==> src/rtl/vic_pkg.sv <==
// vic_pkg: shared FSM state type and default spurious vector for the interrupt controller
package vic_pkg;
    typedef enum logic [1:0] {IDLE, ACK, HOLD} state_t;
    localparam logic [15:0] SPUR_DEF = 16'o000000;
endpackage

==> src/rtl/vic_arb.sv <==
// vic_arb: combinational winner search, descending from a start index with wrap-around
module vic_arb #(
    parameter int N = 2,
    parameter int RR = 0,
    localparam int IW = (N > 1) ? $clog2(N) : 1
) (
    input  logic [N-1:0]  i_elig,
    input  logic [IW-1:0] i_start,
    output logic [IW-1:0] o_idx,
    output logic          o_vld
);
    int w_s;
    // fixed priority always begins the search at the top channel
    assign w_s = (RR != 0) ? int'(i_start) : N - 1;
    always_comb begin
        o_vld = 1'b0;
        o_idx = '0;
        for (int i = N - 1; i >= 0; i--) begin
            if (i_elig[(w_s + N - i) % N]) begin
                o_vld = 1'b1;
                o_idx = IW'((w_s + N - i) % N);
            end
        end
    end
endmodule

==> src/rtl/vic_prio.sv <==
// vic_prio: prioritised vectored interrupt controller with a strobe/ack vector read
// Edge channels latch pending on a rising request; level channels follow the request.
module vic_prio
    import vic_pkg::*;
#(
    parameter int            N        = 2,
    parameter logic [N-1:0]  EDGE     = '1,
    parameter int            RR       = 0,
    parameter logic [15:0]   SPUR_VEC = SPUR_DEF
) (
    input  logic            clk_sys,
    input  logic            wb_rst_i,
    input  logic            ce,
    input  logic [N-1:0]    ireq,
    input  logic [N-1:0]    imask,
    input  logic [16*N-1:0] ivec,
    input  logic            wb_stb_i,
    output logic            wb_ack_o,
    output logic [15:0]     wb_dat_o,
    output logic            wb_irq_o,
    output logic [N-1:0]    iack
);
    localparam int IW = (N > 1) ? $clog2(N) : 1;
    localparam logic [IW-1:0] TOP = IW'(N - 1);
    localparam logic [N-1:0] ONE = N'(1);

    state_t r_state, w_next;
    logic [N-1:0] r_pend, r_prev, r_oh, r_iack;
    logic [N-1:0] w_elig, w_rise, w_clr, w_oh, w_excl, w_pend;
    logic [IW-1:0] r_last, w_start, w_idx;
    logic [15:0] r_dat;
    logic r_ack, r_irq, w_vld, w_go;

    assign w_elig  = r_pend & ~imask;
    assign w_rise  = ireq & ~r_prev;
    assign w_go    = (r_state == IDLE) && wb_stb_i;
    assign w_oh    = w_vld ? ONE << w_idx : '0;
    assign w_clr   = w_go ? (w_oh & EDGE) : '0;
    // a fresh edge in the clearing cycle keeps the channel pending
    assign w_pend  = (EDGE & (w_rise | (r_pend & ~w_clr))) | (~EDGE & ireq);
    assign w_excl  = (r_state == IDLE) ? (w_go ? w_oh : '0) : r_oh;
    assign w_start = (r_last == '0) ? TOP : r_last - 1'b1;

    vic_arb #(.N(N), .RR(RR)) u_arb (
        .i_elig (w_elig),
        .i_start(w_start),
        .o_idx  (w_idx),
        .o_vld  (w_vld)
    );

    always_comb begin
        w_next = r_state;
        if (ce) begin
            case (r_state)
                IDLE:    w_next = wb_stb_i ? ACK : IDLE;
                ACK:     w_next = HOLD;
                HOLD:    w_next = wb_stb_i ? HOLD : IDLE;
                default: w_next = IDLE;
            endcase
        end
    end

    always_ff @(posedge clk_sys) begin
        if (wb_rst_i)
            r_state <= IDLE;
        else
            r_state <= w_next;
    end

    always_ff @(posedge clk_sys) begin
        if (wb_rst_i) begin
            r_pend <= '0;
            r_prev <= '0;
            r_oh   <= '0;
            r_iack <= '0;
            r_last <= '0;
            r_dat  <= '0;
            r_ack  <= 1'b0;
            r_irq  <= 1'b0;
        end else if (ce) begin
            r_prev <= ireq;
            r_pend <= w_pend;
            r_irq  <= |(w_elig & ~w_excl);
            r_iack <= w_go ? w_oh : '0;
            if (w_go) begin
                r_oh  <= w_oh;
                r_ack <= 1'b1;
                r_dat <= w_vld ? ivec[16*int'(w_idx) +: 16] : SPUR_VEC;
                if (w_vld)
                    r_last <= w_idx;
            end else if (r_state == HOLD && !wb_stb_i) begin
                r_ack <= 1'b0;
                r_dat <= '0;
            end
        end
    end

    assign wb_ack_o = r_ack;
    assign wb_dat_o = r_dat;
    assign wb_irq_o = r_irq;
    assign iack     = r_iack;
endmodule

==> config.mk <==
export PLATFORM = sky130hd
export DESIGN_NAME = vic_prio
export DESIGN_NICKNAME = d
export VERILOG_FILES = /design/src/rtl/vic_pkg.sv /design/src/rtl/vic_arb.sv /design/src/rtl/vic_prio.sv
export SDC_FILE = /design/constraint.sdc
export NUM_CORES = 1
export LEC_CHECK = 0
export ABC_AREA = 0
export BUFFER_PORTS_ARGS = -buffer_cell sky130_fd_sc_hd__buf_2
export CAP_MARGIN = 20
export CORE_ASPECT_RATIO = 0.7
export CORE_UTILIZATION = 45
export DETAILED_ROUTE_END_ITERATION = 12
export GPL_TIMING_DRIVEN = 1
export PLACE_DENSITY = 0.78
export SLEW_MARGIN = 5
export SYNTH_ARGS = -nofsm -noshare
export SYNTH_HDL_FRONTEND = slang
export SYNTH_HIERARCHICAL = 1
export SYNTH_SLANG_ARGS = --single-unit
==> constraint.sdc <==
create_clock -name clk_sys -period 1.85 [get_ports clk_sys]
set_input_delay 0.2775 -clock clk_sys [delete_from_list [all_inputs] [get_ports clk_sys]]
set_output_delay 0.2775 -clock clk_sys [all_outputs]
set_load 0.01 [all_outputs]
After elaboration in Yosys (flattened, before gate mapping)
Cells that the tools add are included.
- register bits: 28
- output and inout port bits: 20
- logic and storage cells: 43
- equality and inequality tests: 2
- reduce and logical (&&, ||, !) cells: 8
- bitwise logic cells: 9
- shifts and indexed selects: 2
- mux-type cells: 14
- operators with widths (cell ; number):
    16-bit two-way mux ; 3
    32-bit by 6-bit variable part select with 16-bit output ; 1
    2-bit AND ; 4
    2-bit two-way mux ; 4
    2-bit NOT ; 4
    1-bit two-way mux ; 6
    2-bit one-hot mux with 3 select lines ; 1
    2-bit AND reduction ; 2
    2-bit by 1-bit equality test with 1-bit output, second input constant ; 1
    2-bit equality test, second input constant ; 1
    1-bit logical AND ; 2
    2-bit logical NOT ; 1
    2-bit OR ; 1
    2-bit nonzero test ; 1
    2-bit OR reduction ; 1
    1-bit by 1-bit left shift with 2-bit output, first input constant ; 1
    1-bit logical NOT ; 1

Logic depth before layout (Yosys ltp)
Gate-level depths: netlist of run 1.
- depth after elaboration: 10
- mapped depth: 7
- mapped depth without buffers: 5

Hierarchy
Netlist of run 1, hierarchy kept.
- by module, submodules not included (module ; cells an instance ; area an instance (µm²) ; instances ; seq. area each (µm²)):
    vic_prio ; 134 ; 1266.2 ; 1 ; 580.6
    vic_arb ; 2 ; 13.8 ; 1 ; 0.0

Least setup slack after synthesis of run 1
OpenSTA, ideal clock, no wires.
- path type: reg-to-reg
- start: reg r_pend[1]
- end: reg r_dat[0], in the netlist wb_dat_o[0]
- arrival: 1.327 ns
- data required time: 1.735 ns
- library setup time: 0.115 ns
- path slack: 0.408 ns
- clock period less this slack: 1.442 ns
- cell stages (with the launch flop): 6
- path through: dfxtp_1 nor2b_1 buf_4 clkbuf_1 mux2i_1 o21ai_2
- longest elaborated chain between the ends: 5
- elaborated cells between the ends (all ways): 6
- classes of those cells: shift: 1; mux: 4; bitwise: 1
- RTL lines (item ; line ; source):
    from (decl) ; vic_prio.sv:28 ; logic [N-1:0] r_pend, r_prev, r_oh, r_iack;
    from (signal assigned) ; vic_prio.sv:82 ; r_pend <= w_pend;
    2-bit AND ; vic_prio.sv:34 ; assign w_elig = r_pend & ~imask;
    via w_elig[1] ; vic_prio.sv:29 ; logic [N-1:0] w_elig, w_rise, w_clr, w_oh, w_excl, w_pend;
    1-bit two-way mux ; vic_arb.sv:19 ; if (i_elig[(w_s + N - i) % N]) begin
    via w_idx ; vic_prio.sv:30 ; logic [IW-1:0] r_last, w_start, w_idx;
    32-bit by 6-bit variable part select with 16-bit output ; vic_prio.sv:88 ; r_dat <= w_vld ? ivec[16*int'(w_idx) +: 16] : SPUR_VEC;
    16-bit two-way mux ; vic_prio.sv:88 ;
    16-bit two-way mux ; vic_prio.sv:85 ; if (w_go) begin
    to (signal assigned) ; vic_prio.sv:88 ;
    to (decl) ; vic_prio.sv:31 ; logic [15:0] r_dat;
The timed path passes the listed nets, and every way through them passes these cells.
A chain may end at the register's enable or synchronous reset.

Final worst setup path of run 1
- start: reg r_pend[0]
- end: reg r_dat[8], in the netlist wb_dat_o[8]
- longest elaborated chain between the ends: 5
- RTL lines (item ; line ; source):
    2-bit AND ; vic_prio.sv:34 ;
    via w_elig[0] ; vic_prio.sv:29 ;
    1-bit two-way mux (2 in a row) ; vic_arb.sv:19 ;
    via w_vld ; vic_prio.sv:32 ; logic r_ack, r_irq, w_vld, w_go;
    16-bit two-way mux ; vic_prio.sv:88 ;
    16-bit two-way mux ; vic_prio.sv:85 ;
The timed path passes the listed nets, and every way through them passes these cells.

==> results of run 1 <==
[critical path, cell delays in order, from the launching register on]
cell and delay, ns:
dfxtp_1 0.33, nor2b_1 0.16, or2_1 0.18, nand3_2 0.10, or2_2 0.46, o21ai_0 0.23
[per-layer routing]
metal	GRT usage, %	vias to the layer above	share of wire (%)
li1	-	566	-
met1	22.9	490	43
met2	32.3	45	49
met3	6.44	2	7.6
met4	3.11	0	0.26
met5	0	-	0
[per-stage QoR]
step,cells,hold slack (ns)
2_1_floorplan,132,0.347
3_3_place_gp,219,0.431
3_5_place_dp,219,0.436
4_1_cts,223,0.258
5_1_grt,223,0.260
6_report,223,0.258
[layout make-up]
cell class / instances / area, um2
fill: 228 / 942
multi-input combinational: 94 / 616
sequential: 28 / 561
timing repair buffer: 61 / 310
clock buffer: 4 / 55.1
tap: 34 / 42.5
inverter: 2 / 7.51
[report_power, final]
group	leakage, nW	internal [mW]	switching [mW]	total, mW
clock network	0.0288	0.190	0.182	0.373
logic	0.458	0.0762	0.0807	0.157
registers	0.227	0.621	0.0101	0.631
total	0.714	0.887	0.273	1.16
[sequential cells by signal (all words and copies together), names as in the netlist]
register,count
r_pend,2
wb_dat_o,16
r_state,2
wb_ack_o,1
iack,2
r_prev,2
r_oh,2
wb_irq_o,1
[what timing repair did]
action | in CTS | in global routing
buffers inserted | 0 | 0
hold buffers | 0 | 0
setup endpoints to repair | 0 | 6
hold endpoints to repair | 0 | 0
gates resized for setup | 0 | 1
[final timing paths]
path         slack [ns]           to   startpoint
max                0.31  wb_dat_o[8]    r_pend[0]
min                0.26    r_prev[0]      ireq[0]
max reg2reg        0.31  wb_dat_o[8]    r_pend[0]
min reg2reg        0.45  wb_dat_o[3]  wb_dat_o[3]
==> metrics.yaml, run 1 <==
rsz0062_at_grt: "false"
io-pin-count: 60
hold_viol_final: 0
fin_util_pct: 62.8
drv_slew: 0
fin_crit_ns: 1.54
die_h_um: 46.1
drive_gt1_share_pct: 43.4
synthesis.area_um2: 1250
clk_path_buf_depth: 2
design.die.area_um2: 2990
ys_warn_count: 6
cts_tree: "yes"
globalRouteOverflowTotal: 0
stdcell_area_um2: 1590
dpl.hpwl_um: 2100
cts_root_buf: "clkbuf_8"
grt_max_degree: 22
coreArea_um2: 2530
setup_violations: 0
worstRegToRegCells: 5
syn_nets: 172
layout_commonest_cell: "buf_2"
start_kind: "flop"
power_mw: 1.16
num_vias: 1103
area_growth_pct: 27.6
port_buffers: 59
clk_latency_ns: 0.27
wl_per_cell_um: 12.1
fmax_mhz: 649
min_path_type: "primary input to flop"
critical_path_class: "flop to flop"
viasPerCell: 4.95
dpl_worst_slack_ns: 0.0347
cts.sinks: 28
avgSynthCellArea_um2: 9.45
end_kind: "flop"
drt_wl_total_um: 2710
fin_setup_tns_ns: 0
power_density_nw_per_um2: 729
outcome: "completed"
finClkSkew_ns: 0.00238
fin_ws_ns: 0.310
place_area_um2: 1540
cp_data_required_time_ns: 2.05
worst_slew_pin_slew_ns: 0.686
clk_pin_slew_ns: 0.09
grt_pass1_vias: 956
mostFrequentLayoutCells: "buf_2 (59), dfxtp_1 (28), nand2_1 (24), mux2i_1 (18), o21ai_2 (10)"
synthCells: 132
place_congestion: 0.839
relSlewSlack_pct: 54.3
whs_path_depth: 3
numCtsBuffers: 3
detail-route-antenna-nets: 0
vdd_ir_drop_max_mv: 0.532
grt_use_total_pct: 18.6
initial_utilization_pct: 49.2
cts-htree-levels: 1
antenna_found_initial: 0
first_pass_iters: 4
cp.arrival_ns: 1.74
power_leakage_nw: 0.714
drt_iter0_drc: 39
maxCapViolCount: 0
antenna-diode-count: 0
row_count: 15
grt_pass1_wl_um: 4160
num-nets-final: 230
fin_crit_sh_pct: 83.2
fp.dieW_um: 64.9
drc: 0
crit_fanout: 16
No activity file was read; power rests on OpenSTA's default activity.
==> inputs of run 2 (changes only) <==
- clock period: 1.85 -> 1.5 ns (I/O delays scaled with it)
==> run 2 against run 1 <==
Effect of this change: register-to-register slack lost 0.24 ns; clock skew shrank 0.00072 ns; first-iteration DRC count grew 10%; sequential power grew 23%; critical path depth grew 1; non-clock buffer count grew 2; clock-buffer cell count shrank 1; design area grew 4.2%; power grew 35%; maximum frequency grew 7.6%; setup slack lost 0.24 ns; cell count grew 0.90%; largest power group unchanged.
==> metrics.yaml, run 2 (same netlist as run 1, synthesis figures left out) <==
crit_fanout: 16
finClkSkew_ns: 0.00166
fin_crit_sh_pct: 95.4
cts.sinks: 28
maxCapViolCount: 0
io-pin-count: 60
place_congestion: 0.813
antenna_found_initial: 0
num-nets-final: 232
slowest_stage: "dfxtp_1"
hold_viol_final: 0
grt_pass1_vias: 967
port_buffers: 59
wl_met1_um: 1180
mostFrequentLayoutCells: "buf_2 (59), dfxtp_1 (28), nand2_1 (24), mux2i_1 (18), o21ai_2 (10)"
power_mw: 1.56
num_vias: 1129
relSlewSlack_pct: 73.2
worst_slew_pin_slew_ns: 0.401
place_area_um2: 1580
grt_pass1_wl_um: 4140
fmax_mhz: 699
numCtsBuffers: 3
start_kind: "flop"
wl_met3_um: 210
globalRouteOverflowTotal: 0
antenna-diode-count: 0
grt_use_total_pct: 18.8
power_leakage_nw: 0.741
wl_per_cell_um: 12.0
row_count: 15
wl_met2_um: 1240
layout_commonest_cell: "buf_2"
holdBufCountCts: 0
clk_pin_slew_ns: 0.09
critPathTopFamily: "simple AND/OR/NAND/NOR gates"
drt_iter0_drc: 43
fill_cells: 223
cp_num_buf_inv: 1
end_kind: "flop"
largest_register_ffs: 16
detail-route-antenna-nets: 0
drive_gt1_share_pct: 44.0
fin_ws_ns: 0.0692
min_path_type: "primary input to flop"
clk_path_buf_depth: 2
outcome: "completed"
fp.dieW_um: 64.9
vdd_ir_drop_max_mv: 0.764
stdcell_area_um2: 1660
clk_latency_ns: 0.27
area_growth_pct: 32.9
fin_crit_ns: 1.43
cts_root_buf: "clkbuf_8"
grt_max_degree: 22
drc: 0
cp_data_required_time_ns: 1.70
coreArea_um2: 2530
first_pass_iters: 4
setup_violations: 0
design.die.area_um2: 2990
cts_tree: "yes"
critical_path_class: "flop to flop"
power_density_nw_per_um2: 944
dpl.hpwl_um: 2050
drt_wl_total_um: 2700
dpl_worst_slack_ns: 0.0598
die_h_um: 46.1
drv_slew: 0
path_cells: "nor2b_2 > or2_4 > nand3_2 > or2_1 > buf_12 > o21ai_0"
fin_util_pct: 65.4
maxUsedRoutingLayer: "met4"
initial_utilization_pct: 49.2
fin_setup_tns_ns: 0
rsz0062_at_grt: "false"
cp.arrival_ns: 1.63
viasPerCell: 5.02
cts-htree-levels: 1
slowest_delay_ns: 0.33
## run 2: cell count changes in the layout (fill, tap and decap cells not counted)
| cell | before | now |
|---|---|---|
| buf_12 | 0 | 2 |
| a21oi_2 | 1 | 0 |
| a21oi_4 | 0 | 1 |
| bufinv_16 | 0 | 1 |
| clkbuf_8 | 4 | 3 |
| or2_2 | 2 | 1 |
| or2_4 | 0 | 1 |
## run 2: metrics by stage
stage | std cells | hold WS, ns
3_5_place_dp | 221 | 0.435
2_1_floorplan | 132 | 0.294
3_3_place_gp | 221 | 0.431
5_1_grt | 225 | 0.221
4_1_cts | 225 | 0.205
6_report | 225 | 0.208
## run 2: cell type report
| type | instances | area (um2) | area share [%] |
|---|---|---|---|
| repair buffers | 63 | 350 | 21.1 |
| clock inverters | 1 | 30.0 | 1.81 |
| multi-input cells | 94 | 626 | 37.7 |
| well taps | 34 | 42.5 | 2.57 |
| clock buffers | 3 | 41.3 | 2.49 |
| inverters | 2 | 7.51 | 0.453 |
| flip-flops and latches | 28 | 561 | 33.8 |
## run 2: per-layer routing
metal	global-route usage (%)	vias up
met1	24.2	504
met4	7.56	0
met5	0	-
li1	-	573
met2	29.4	46
met3	6.44	6
## run 2: worst register-to-register path: cells and delay by family (launching register included)
kind	cells	cell delay, ns
AO/OA/AOI/OAI	1	0.16
flip-flops	1	0.33
buffers and inverters	1	0.16
AND/OR/NAND/NOR	4	0.71
## run 2: where the power goes
group	total, mW	switching [mW]	internal, mW
Clock	0.579	0.222	0.357
Combinational	0.207	0.104	0.103
Sequential	0.779	0.0136	0.766
## run 2: repair_timing
| item | CTS | global route |
|---|---|---|
| endpoints found under the setup margin | 0 | 16 |
| resized for setup | 0 | 2 |
| buffers inserted | 0 | 0 |
## run 2: final timing paths
path                                   start      endpoint  slack [ns]  depth (start not counted)
worst max-delay path               r_pend[1]   wb_dat_o[5]        0.07                          6
worst min-delay path                 ireq[0]     r_prev[0]        0.21                          3
worst max register to register     r_pend[1]   wb_dat_o[5]        0.07                          6
worst min register to register  wb_dat_o[11]  wb_dat_o[11]        0.45                          2
